`config.mk`:
```
export PLATFORM = sky130hd
export DESIGN_NAME = pipeline_stall_ctrl
export DESIGN_NICKNAME = d
export VERILOG_FILES = /design/src/rtl/pipeline_stall_ctrl.sv
export SDC_FILE = /design/constraint.sdc
export NUM_CORES = 1
export LEC_CHECK = 0
export ABC_AREA = 1
export BUFFER_PORTS_ARGS = -buffer_cell sky130_fd_sc_hd__buf_2
export CAP_MARGIN = 20
export CORE_MARGIN = 10
export CORE_UTILIZATION = 40
export CTS_CLUSTER_DIAMETER = 200
export CTS_CLUSTER_SIZE = 24
export DETAILED_ROUTE_END_ITERATION = 8
export PLACE_DENSITY = 0.62
export SLEW_MARGIN = 10
export SYNTH_ARGS = -nofsm -noshare
export SYNTH_HDL_FRONTEND = slang
export SYNTH_SLANG_ARGS = --single-unit
```
`constraint.sdc`:
```
create_clock -name CLK -period 1.9 [get_ports CLK]
set_clock_uncertainty 0.2 [all_clocks]
set_input_delay 0 -clock CLK [delete_from_list [all_inputs] [get_ports CLK]]
set_output_delay 0 -clock CLK [all_outputs]
set_load 0.01 [all_outputs]
```
`src/rtl/pipeline_stall_ctrl.sv`:
```
// Turns hazard-unit load-use / branch stall requests into PC and pipeline latch
// controls, with one-cycle service acknowledges, a stall counter and a branch timeout.
module pipeline_stall_ctrl #(
  parameter int LU_STALL_CYCLES = 2,
  parameter int JU_MAX_CYCLES   = 4,
  parameter int CNT_W           = 8
) (
  input  logic             CLK,
  input  logic             RST,
  input  logic             load_use_req,
  input  logic             jump_use_req,
  input  logic             ihit,
  input  logic             dmem_busy,
  input  logic             branch_resolved,
  input  logic             branch_taken,
  output logic             pc_en,
  output logic             ifid_en,
  output logic             ifid_flush,
  output logic             idex_flush,
  output logic             lu_done,
  output logic             ju_done,
  output logic             ju_timeout,
  output logic [CNT_W-1:0] stall_count
);

  localparam logic [1:0] IDLE    = 2'd0;
  localparam logic [1:0] LU_HOLD = 2'd1;
  localparam logic [1:0] JU_HOLD = 2'd2;

  localparam logic [3:0] LU_INIT = 4'(LU_STALL_CYCLES - 1);
  localparam logic [3:0] JU_INIT = 4'(JU_MAX_CYCLES - 1);
  localparam logic [CNT_W-1:0] CNT_MAX = {CNT_W{1'b1}};
  localparam logic [CNT_W-1:0] CNT_ONE = {{(CNT_W-1){1'b0}}, 1'b1};

  logic [1:0] state, state_nxt;
  logic [3:0] counter, counter_nxt;
  logic       lu_done_nxt, ju_done_nxt, timeout_set;
  logic       req_mask;

  // A done pulse masks requests for one cycle because the hazard unit's
  // registered request only drops a cycle after it sees the acknowledge.
  assign req_mask = lu_done | ju_done;

  always_comb begin
    state_nxt   = state;
    counter_nxt = counter;
    lu_done_nxt = 1'b0;
    ju_done_nxt = 1'b0;
    timeout_set = 1'b0;
    pc_en       = 1'b0;
    ifid_en     = 1'b0;
    ifid_flush  = 1'b0;
    idex_flush  = 1'b0;

    if (!dmem_busy) begin
      case (state)
        IDLE: begin
          // The request cycle already behaves as the first stall cycle.
          if (load_use_req && !req_mask) begin
            idex_flush = 1'b1;
            if (ihit && LU_INIT == 4'd0) begin
              lu_done_nxt = 1'b1;
            end else begin
              state_nxt   = LU_HOLD;
              counter_nxt = ihit ? LU_INIT - 4'd1 : LU_INIT;
            end
          end else if (jump_use_req && !req_mask) begin
            idex_flush = 1'b1;
            if (ihit && JU_INIT == 4'd0) begin
              timeout_set = 1'b1;
              ju_done_nxt = 1'b1;
            end else begin
              state_nxt   = JU_HOLD;
              counter_nxt = ihit ? JU_INIT - 4'd1 : JU_INIT;
            end
          end else begin
            pc_en   = ihit;
            ifid_en = ihit;
          end
        end

        LU_HOLD: begin
          idex_flush = 1'b1;
          if (ihit) begin
            if (counter == 4'd0) begin
              state_nxt   = IDLE;
              lu_done_nxt = 1'b1;
            end else begin
              counter_nxt = counter - 4'd1;
            end
          end
        end

        JU_HOLD: begin
          if (branch_resolved) begin
            pc_en       = 1'b1;
            ifid_flush  = branch_taken;
            ifid_en     = !branch_taken;
            state_nxt   = IDLE;
            ju_done_nxt = 1'b1;
          end else begin
            idex_flush = 1'b1;
            if (ihit) begin
              if (counter == 4'd0) begin
                timeout_set = 1'b1;
                state_nxt   = IDLE;
                ju_done_nxt = 1'b1;
              end else begin
                counter_nxt = counter - 4'd1;
              end
            end
          end
        end

        default: state_nxt = IDLE;
      endcase
    end
  end

  always_ff @(posedge CLK) begin
    if (RST) begin
      state       <= IDLE;
      counter     <= 4'd0;
      lu_done     <= 1'b0;
      ju_done     <= 1'b0;
      ju_timeout  <= 1'b0;
      stall_count <= '0;
    end else begin
      state   <= state_nxt;
      counter <= counter_nxt;
      lu_done <= lu_done_nxt;
      ju_done <= ju_done_nxt;
      if (timeout_set) ju_timeout <= 1'b1;
      // idex_flush is already forced low while dmem_busy freezes the pipeline.
      if (idex_flush && ihit && stall_count != CNT_MAX)
        stall_count <= stall_count + CNT_ONE;
    end
  end

endmodule
```
* Word level (Yosys, flattened, before mapping)
Index checks and enable logic that the tools add are counted.
Storage, ports and cells: flip-flop bits (word level) 17, RAM bits 0, bits of input ports 8, bits in latches 0, word-level logic and storage cells 66, output and inout bits 15, memories 0, memory bits (read-only) 0
Cells by class: reduce and logical (&&, ||, !) cells 13, mux-type cells 36, $mul 0, shift-type cells 0, order comparisons 0, add/sub/neg operators 2, bitwise logic cells 4, div/mod/pow operators 0, equality and inequality tests 5
Operator list (number):
- two-way mux 1 bit | 21
- two-way mux 4 bit | 5
- one-hot mux 4 bit (3 select lines) | 1
- two-way mux 2 bit | 5
- adder 8 x 1 -> 8 bit (second input constant) | 1
- inequality test 8 bit (second input constant) | 1
- one-hot mux 2 bit (3 select lines) | 1
- OR reduction 3 bit | 2
- logical AND 1 bit | 4
- zero test 4 bit | 1
- one-hot mux 1 bit (2 select lines) | 2
- AND reduction 4 bit | 1
- subtractor 4 x 1 -> 4 bit (second input constant) | 1
- inequality test 3 bit (second input constant) | 1
- inverter 1 bit | 3
- one-hot mux 1 bit (3 select lines) | 1
- nonzero test 3 bit | 1
- equality test 2 x 1 -> 1 bit (second input constant) | 1
- equality test 2 bit (second input constant) | 1
- zero test 1 bit | 2
- zero test 2 bit | 1
- inequality test 2 bit (second input constant) | 1
- AND reduction 2 bit | 1
- OR 1 bit | 1

* Longest topological paths before layout
Gate-level depths: netlist of the first run.
depth in word-level cells 9, gate-level depth with buffers 10, mapped depth without buffers 10

* Least setup slack after synthesis of the first run
No wires, ideal clock.
path kind reg2reg, start point register state[0], end point register counter[1], period minus slack after synthesis 1696 ps, slack 204 ps, stages on the path, launching flop included 9, data required time 1584 ps, library setup time 116 ps, buffers on the path 0, arrival 1381 ps, cells stage by stage dfxtp_1 inv_1 ha_1 inv_2 or2_1 nand3_2 nor2_4 o21ai_0 nor2_1
On the way: word-level cells in the longest chain between the ends 3, elaborated cells between the ends (all ways) 8, classes of those cells 4 x eq/ne; 1 x mux; 3 x reduce/logical
RTL lines:
- start: declaration | RTL line 35 | logic [1:0] state, state_nxt;
- start signal: assignment | RTL line 129 | state <= state_nxt;
- equality test 2 bit, or another cell as far along | RTL line 56 | case (state)
- inequality test 2 bit (no line), or another cell as far along
- AND reduction 4 bit (no line)
- end signal: assignment | RTL line 130 | counter <= counter_nxt;
- end: declaration | RTL line 36 | logic [3:0] counter, counter_nxt;
Parallel ways exist; a longest one is shown, timed or not. A chain may end at the register's enable or synchronous reset.

* Final worst setup path of the first run
start point register state[0], end point output port ifid_en
On the way: word-level cells in the longest chain between the ends 3, elaborated cells between the ends (all ways) 4, classes of those cells 1 x eq/ne; 2 x mux; 1 x reduce/logical
RTL lines:
- equality test 2 bit or zero test 2 bit (tied branches) | RTL line 56
- one-hot mux 1 bit (2 select lines) * | RTL line 56
- two-way mux 1 bit * | RTL line 55 | if (!dmem_busy) begin
- end: declaration | RTL line 17 | output logic ifid_en,
Every way passes the cells marked *; elsewhere a longest branch is shown, timed or not.

==> impl_results.md, run 1 <==
- Postcts setup bufs: 0
- 1st-iter DRT viols: ~40
- Die ar.: approximately 5600 sq um
- Die W: about 75 um
- GPL Wtd Cong: ~0.90
- Hold Path Class: in -> reg
- Area used by multi-input combinational logic: a little under 800 sq um
- CTS clk-pin slew, worst paths: approximately 110 ps
- Synth Warn #: 0
- Worst-path fanout max: 6
- Root buffer cell: clkbuf_4
- Clock latency on the worst-skew pair: about 300 ps
- Number of I/O port buffers: 22
- Grt ovf: 0
- TritonCTS Sinks: 17
- Register area: between 300 and 400 sq um
- Syn_area_per_cell: a little under 7 sq um
- Initial antenna violation count: 0
- Slew @ Worst Pin: 254 ps
- Top_reg_cell synth: dfxtp_1
- Setup crit start: state[0]$_SDFFE_PP0P_
- Core Area: approximately 2800 sq um
- Vias per cell: 5.01
- DRT Wirelength: about 3000 um
- Sequential fraction of the synthesis area: 28.4%
- Peak Freq: 552 MHz
- Antenna cells: 0
- Setup Total Neg Slack: 0 ps
- Fin. Hold Viols: 0
- Cell row count: 19
- Routed wire per std cell: between 10 and 15 um
- Tmin final: between 1500 and 2000 ps
- Worst r2r src: state[0]$_SDFFE_PP0P_
- Synth top area cells: dfxtp_1, nand2_1, ha_1, inv_1, nand3_1
- RSZ-0062 raised after global routing: true
- Residual DRC: 0
- H-tree depth: 1
- Yosys reg bits: 17
- Clock buffer depth: 2
- Critical-path top delay cell: dfxtp_2
- Top post-synthesis cells by count: nand2_1, inv_1, nor2_1, dfxtp_1, nand3_1
- Routed via count: roughly 1200
- Num CTS Buffers: 3
- Post-Syn Instances: 175
- Starting Density: between 40% and 50%
- Final Max Tran Viols: 0
- Share of the synthesized area in the top cell type: between 20% and 30%
- R2r endpoint: counter[3]$_SDFFE_PP0P_
- Syn Nets: 190
- LEAKAGE: approximately 0.7 nW
- Crit path max-delay family: flip-flops
- Fraction of registers with async set/reset: 0%
- Bufs and invs on worst path: 2
- Power Total: 0.000855 W
- Hold depth: 7
- Number of global-route vias before repair: 1097
- Max Cap Violations: 0
- Count leader, synth: nand2_1
- Pwr dens: about 600 nW/um^2
- Area grow syn2layout: 20.6%
- DP HPWL: between 2000 and 2500 um
- WP data arrival: approximately 1600 ps
- Chip height: ~75 um
- Area leader, netlist: dfxtp_1
- Crit share post-route: between 90 and 100%
- Number of enable flip-flop cells after synthesis: 0
- Max VDD drop: 514 uV
- Crit path kind: reg -> out
- Layout cells sized above 1: 26.3%
- Min-delay src: jump_use_req
- Largest stage delay, worst path: between 300 and 400 ps
- Total track usage: between 10 and 15%
- CP Depth: 6
- Endpoint class of the critical path: primary output
- Final setup vio count: 0
- TritonRoute pass-1 iters: 6
- Post-DRT Antenna Nets: 0
- Startpoint Class: register
- Io pins: 23
- Filler cells: 289
- Fin nets: about 220
- Critical Path RT: ~1700 ps
- Yosys cell types: 26
- CTS tree: yes
- Synth Cell Area: 1200 sq um
- Crit-path cells: inv_1 > ha_2 > nand2_2 > a21oi_2 > a21boi_2 > buf_2
- First-pass GRT wire length: 5030 um
- Worst R2R Path Depth: 9
- R2R setup slack: ~160 ps
- Slew HR: approximately 83%
- End of the critical path: ifid_en
- Largest net degree at the start of global routing: 12
- Status: finished, final reports clean
logic make-up after synthesis:
group           after synthesis  share of synthesized area (%)
fa+ha+maj                     7                           7.31
simple gates                 93                           37.5
flops                        17                           28.4
compound gates               28                           16.2
buf+inv                      27                           8.45
xor+xnor                      3                           2.19
layout make-up:
class                           count  area share (%)
Clock buffer                        4            1.82
Inverter                           26            6.75
Multi-Input combinational cell    131            53.9
Sequential cell                    17            23.7
Tap cell                           31            2.68
Timing Repair Buffer               27            11.1
worst min-delay path by stage:
stage               slack [ps]                     endpoint
finish                      50  stall_count[3]$_SDFFE_PP0P_
global route                90  stall_count[3]$_SDFFE_PP0P_
CTS                         50  stall_count[3]$_SDFFE_PP0P_
detailed placement          60      ju_timeout$_SDFFE_PP0P_
global placement            50      ju_timeout$_SDFFE_PP0P_
floorplan                 -150                        pc_en
repair_timing:
item,4_1_cts,5_1_grt
endpoints found under the hold margin,16,0
endpoints found under the setup margin,1,5
hold buffers,5,0
gates resized for setup,3,5
registers in the layout, indices dropped and copies added, names as in the netlist:
register / count
ju_timeout: 1
lu_done: 1
counter: 4
stall_count: 8
state: 2
ju_done: 1
tightest hold or removal path: stages:
cell and delay [ps]:
buf_2 100, inv_1 40, nand2_1 70, nand3_2 100, a21oi_4 90, nand3_1 60
a21oi_1 60
power breakdown:
group	leakage [nW]	internal [W]	total, W	switching, W
Clock	0.0150	0.0000818	0.000204	0.000122
Combinational	0.537	0.0000997	0.000259	0.000159
Sequential	0.139	0.000374	0.000392	0.0000185
layout by cell type (no fill, tap or decap):
cell / Yosys / layout
clkbuf_4: 0 / 3
a21oi_1: 12 / 11
o41ai_1: 1 / 1
nand2_4: 2 / 2
nand3b_1: 1 / 1
a21oi_2: 2 / 3
inv_1: 22 / 22
or2_1: 1 / 1
a21oi_4: 2 / 2
nor3b_1: 1 / 1
ha_1: 7 / 5
dfxtp_1: 17 / 15
dfxtp_2: 0 / 2
nand3_2: 2 / 2
dlygate4sd3_1: 0 / 5
nor2_1: 18 / 18
a211oi_1: 1 / 1
nand2_2: 5 / 5
o21ai_0: 3 / 3
nor2_2: 2 / 2
nand2_1: 41 / 41
ha_2: 0 / 1
clkbuf_1: 1 / 1
a21boi_2: 0 / 1
or2_2: 1 / 1
xor2_1: 3 / 3
nor2_4: 3 / 3
buf_2: 0 / 22
o21bai_1: 6 / 6
inv_2: 4 / 4
ha_4: 0 / 1
nand3_1: 16 / 16
layer usage:
metal	share of wire [%]	up-vias	GRT usage, %	wire length (um)
li1	-	618	-	-
met2	52	27	20.9	1550
met4	0.77	0	3.15	23
met1	41	535	12.7	1210
met3	6.0	2	3.29	179
met5	0	-	0	0
stage by stage:
step	instance area (sq um)	utilization, %	instances	hold WS [ps]	setup slack (ps)
floorplan	1200	-	175	-151	204
global placement	1340	47.9	227	52.9	141
detailed placement	1340	47.9	227	64.0	53.6
CTS	1430	50.8	236	48.8	16.2
global route	1450	51.5	236	93.9	-31.2
finish	1450	51.5	236	54.6	86.8
Power figures use the tool's default switching activity.
==> run 2: changes to the inputs <==
- BUFFER_PORTS_ARGS: -buffer_cell sky130_fd_sc_hd__buf_2 -> unset
- DONT_BUFFER_PORTS: unset -> 1
- PLACE_DENSITY: 0.62 -> 0.55
==> impl_results.md, run 2 (same netlist as run 1, synthesis figures left out) <==
- Setup WS post-layout: 131 ps (+44.6 ps)
- Pwr dens: 614 nW/um^2 (+3.8%)
- Setup Total Neg Slack: 0 ps (unchanged)
- Grt ovf: 0 (unchanged)
- Fin. Hold Viols: 1 (+1)
- Worst Hold Path EP: ifid_en
- Initial antenna violation count: 0 (unchanged)
- Peak Freq: 565 MHz (+2.5%)
- Met3 wire length: 236 um (+32%)
- Antenna cells: 0 (unchanged)
- Final Core Density: 48.6% (-2.9 points)
- Biggest regs: stall_count (8), counter (4), state (2)
- H-tree depth: 1 (unchanged)
- Root buffer cell: clkbuf_4
- Clock latency on the worst-skew pair: 300 ps (about the same)
- Total track usage: 11.0% (-0.51 points)
- Critical Path RT: 1700 ps (about the same)
- Final std cells w/o fill: 219 (-7.2%)
- GPL Wtd Cong: 0.807 (-10%)
- Failing checks: hold timing
- Wire length on met1: 1260 um (+3.9%)
- Crit path max-delay family: compound AO/OA/AOI/OAI gates
- Die ar.: 5590 sq um (unchanged)
- Critical-path top delay cell: dfxtp_4
- RSZ-0062 raised after global routing: false
- Layout cells sized above 1: 17.6% (-8.8 points)
- LEAKAGE: 0.605 nW (-12%)
- DRT Wirelength: 2910 um (-1.9%)
- Max Cap Violations: 0 (unchanged)
- Num CTS Buffers: 3 (unchanged)
- Crit share post-route: 93.1% (-2.3 points)
- Largest stage delay, worst path: 380 ps (+20 ps)
- First-pass GRT wire length: 4840 um (-3.7%)
- CTS clk-pin slew, worst paths: 110 ps (about the same)
- Metal2 WL: 1400 um (-9.8%)
- Fin nets: 204 (-7.7%)
- 1st-iter DRT viols: 51 (+24%)
- CTS tree: yes
- Core Area: 2810 sq um (unchanged)
- R2R setup slack: 150 ps (about the same)
- Hold Slack: -2.48 ps (-57.1 ps)
- Endpoint class of the critical path: primary output
- Max Used Layer: met4
- Startpoint Class: register
- Filler cells: 293 (+1.4%)
- Max reg flops: 8 (unchanged)
- Routed wire per std cell: 13.3 um (+5.8%)
- Area grow syn2layout: 13.8%
- Biggest register: stall_count
- Worst R2R Path Depth: 9 (unchanged)
- R2r endpoint: counter[3]$_SDFFE_PP0P_
- Number of I/O port buffers: 0 (-100%)
- Die W: 74.7 um (unchanged)
- Number of global-route vias before repair: 1062 (-3.2%)
- Final setup vio count: 0 (unchanged)
- Worst-path fanout max: 6 (unchanged)
- Power Total: 0.000837 W (-2.0%)
- Largest net degree at the start of global routing: 12 (unchanged)
- Status: finished with violations
- Vias per cell: 5.08 (+1.4%)
- TritonCTS Sinks: 17 (unchanged)
- Chip height: 74.7 um (unchanged)
- DP HPWL: 2300 um (about the same)
- Post-DRT Antenna Nets: 0 (unchanged)
- Worst r2r src: state[1]$_SDFFE_PP0P_
- WP data arrival: 1570 ps (-40 ps)
- Hold depth: 2 (-5)
- Slew HR: 67.1% (-16 points)
- Cell row count: 19 (unchanged)
- Bufs and invs on worst path: 1 (-1)
- Leading cell type in the layout, fill and taps excluded: nand2_1
- Crit-path cells: inv_1 > ha_2 > nand3_1 > a21oi_1 > a21boi_2
- Final Max Tran Viols: 0 (unchanged)
- Residual DRC: 0 (unchanged)
- Routed via count: 1112 (-5.9%)
- Commonest cells after routing, fill and taps aside: nand2_1, inv_1, nor2_1
- Io pins: 23 (unchanged)
- Cell total after placement: 208 (-8.4%)
- Crit path kind: reg -> out
- Starting Density: 42.7% (unchanged)
- Slew @ Worst Pin: 492 ps (+238 ps)
- Max VDD drop: 316 uV (-39%)
- TritonRoute pass-1 iters: 4 (-2)
- Hold Path Class: in -> out
- Tmin final: 1770 ps (-44.6 ps)
- Postcts setup bufs: 0 (unchanged)
- Min-delay src: ihit
- Worst slack at placement: 104 ps (+50.2 ps)
- Clock buffer depth: 2 (unchanged)
run 2: changes by cell type in the layout (fill, tap and decap cells not counted), sizes merged:
| cell | change |
|---|---|
| dlygate4sd3 | +2 |
| buf | -19 |
run 2: through the flow:
step	instance area, sq um	hold WS (ps)
after floorplan	1200	-151
after global placement	1260	-134
final	1360	-2.48
after global routing	1360	16.4
after detailed placement	1260	-133
after CTS	1350	9.54
run 2: report_power, final:
part,switching [W],total (W),internal [W]
sequential,0.0000150,0.000388,0.000373
combinational,0.000156,0.000248,0.0000919
clock,0.000120,0.000202,0.0000817
run 2: timing repair:
action,CTS,global route
hold buffers,7,0
pin swaps,0,0
resized for setup,1,5
endpoints found under the setup margin,1,5
endpoints found under the hold margin,21,0
run 2: worst max path at each step:
stage	from	to	slack, ps	cells past startpoint
floorplan	state[0]$_SDFFE_PP0P_	counter[1]$_SDFFE_PP0P_	200	8
global placement	state[1]$_SDFFE_PP0P_	counter[1]$_SDFFE_PP0P_	150	8
detailed placement	state[0]$_SDFFE_PP0P_	counter[1]$_SDFFE_PP0P_	100	8
CTS	state[1]$_SDFFE_PP0P_	ifid_en	40	5
global route	state[0]$_SDFFE_PP0P_	ifid_en	2	5
finish	state[0]$_SDFFE_PP0P_	ifid_en	130	5
run 2: layout make-up:
class	count	area (sq um)	share of cell area [%]
flip-flops and latches	17	345	25.3
multi-input cells	131	763	56.0
repair buffers	10	92.6	6.79
well taps	31	38.8	2.84
clock buffers	4	26.3	1.93
inverters	26	97.6	7.16
run 2: per-layer routing:
layer / track usage [%] / up-vias
met3: 4.73 / 2
met5: 0 / -
li1: - / 585
met1: 12.1 / 506
met4: 2.52 / 0
met2: 19.1 / 19
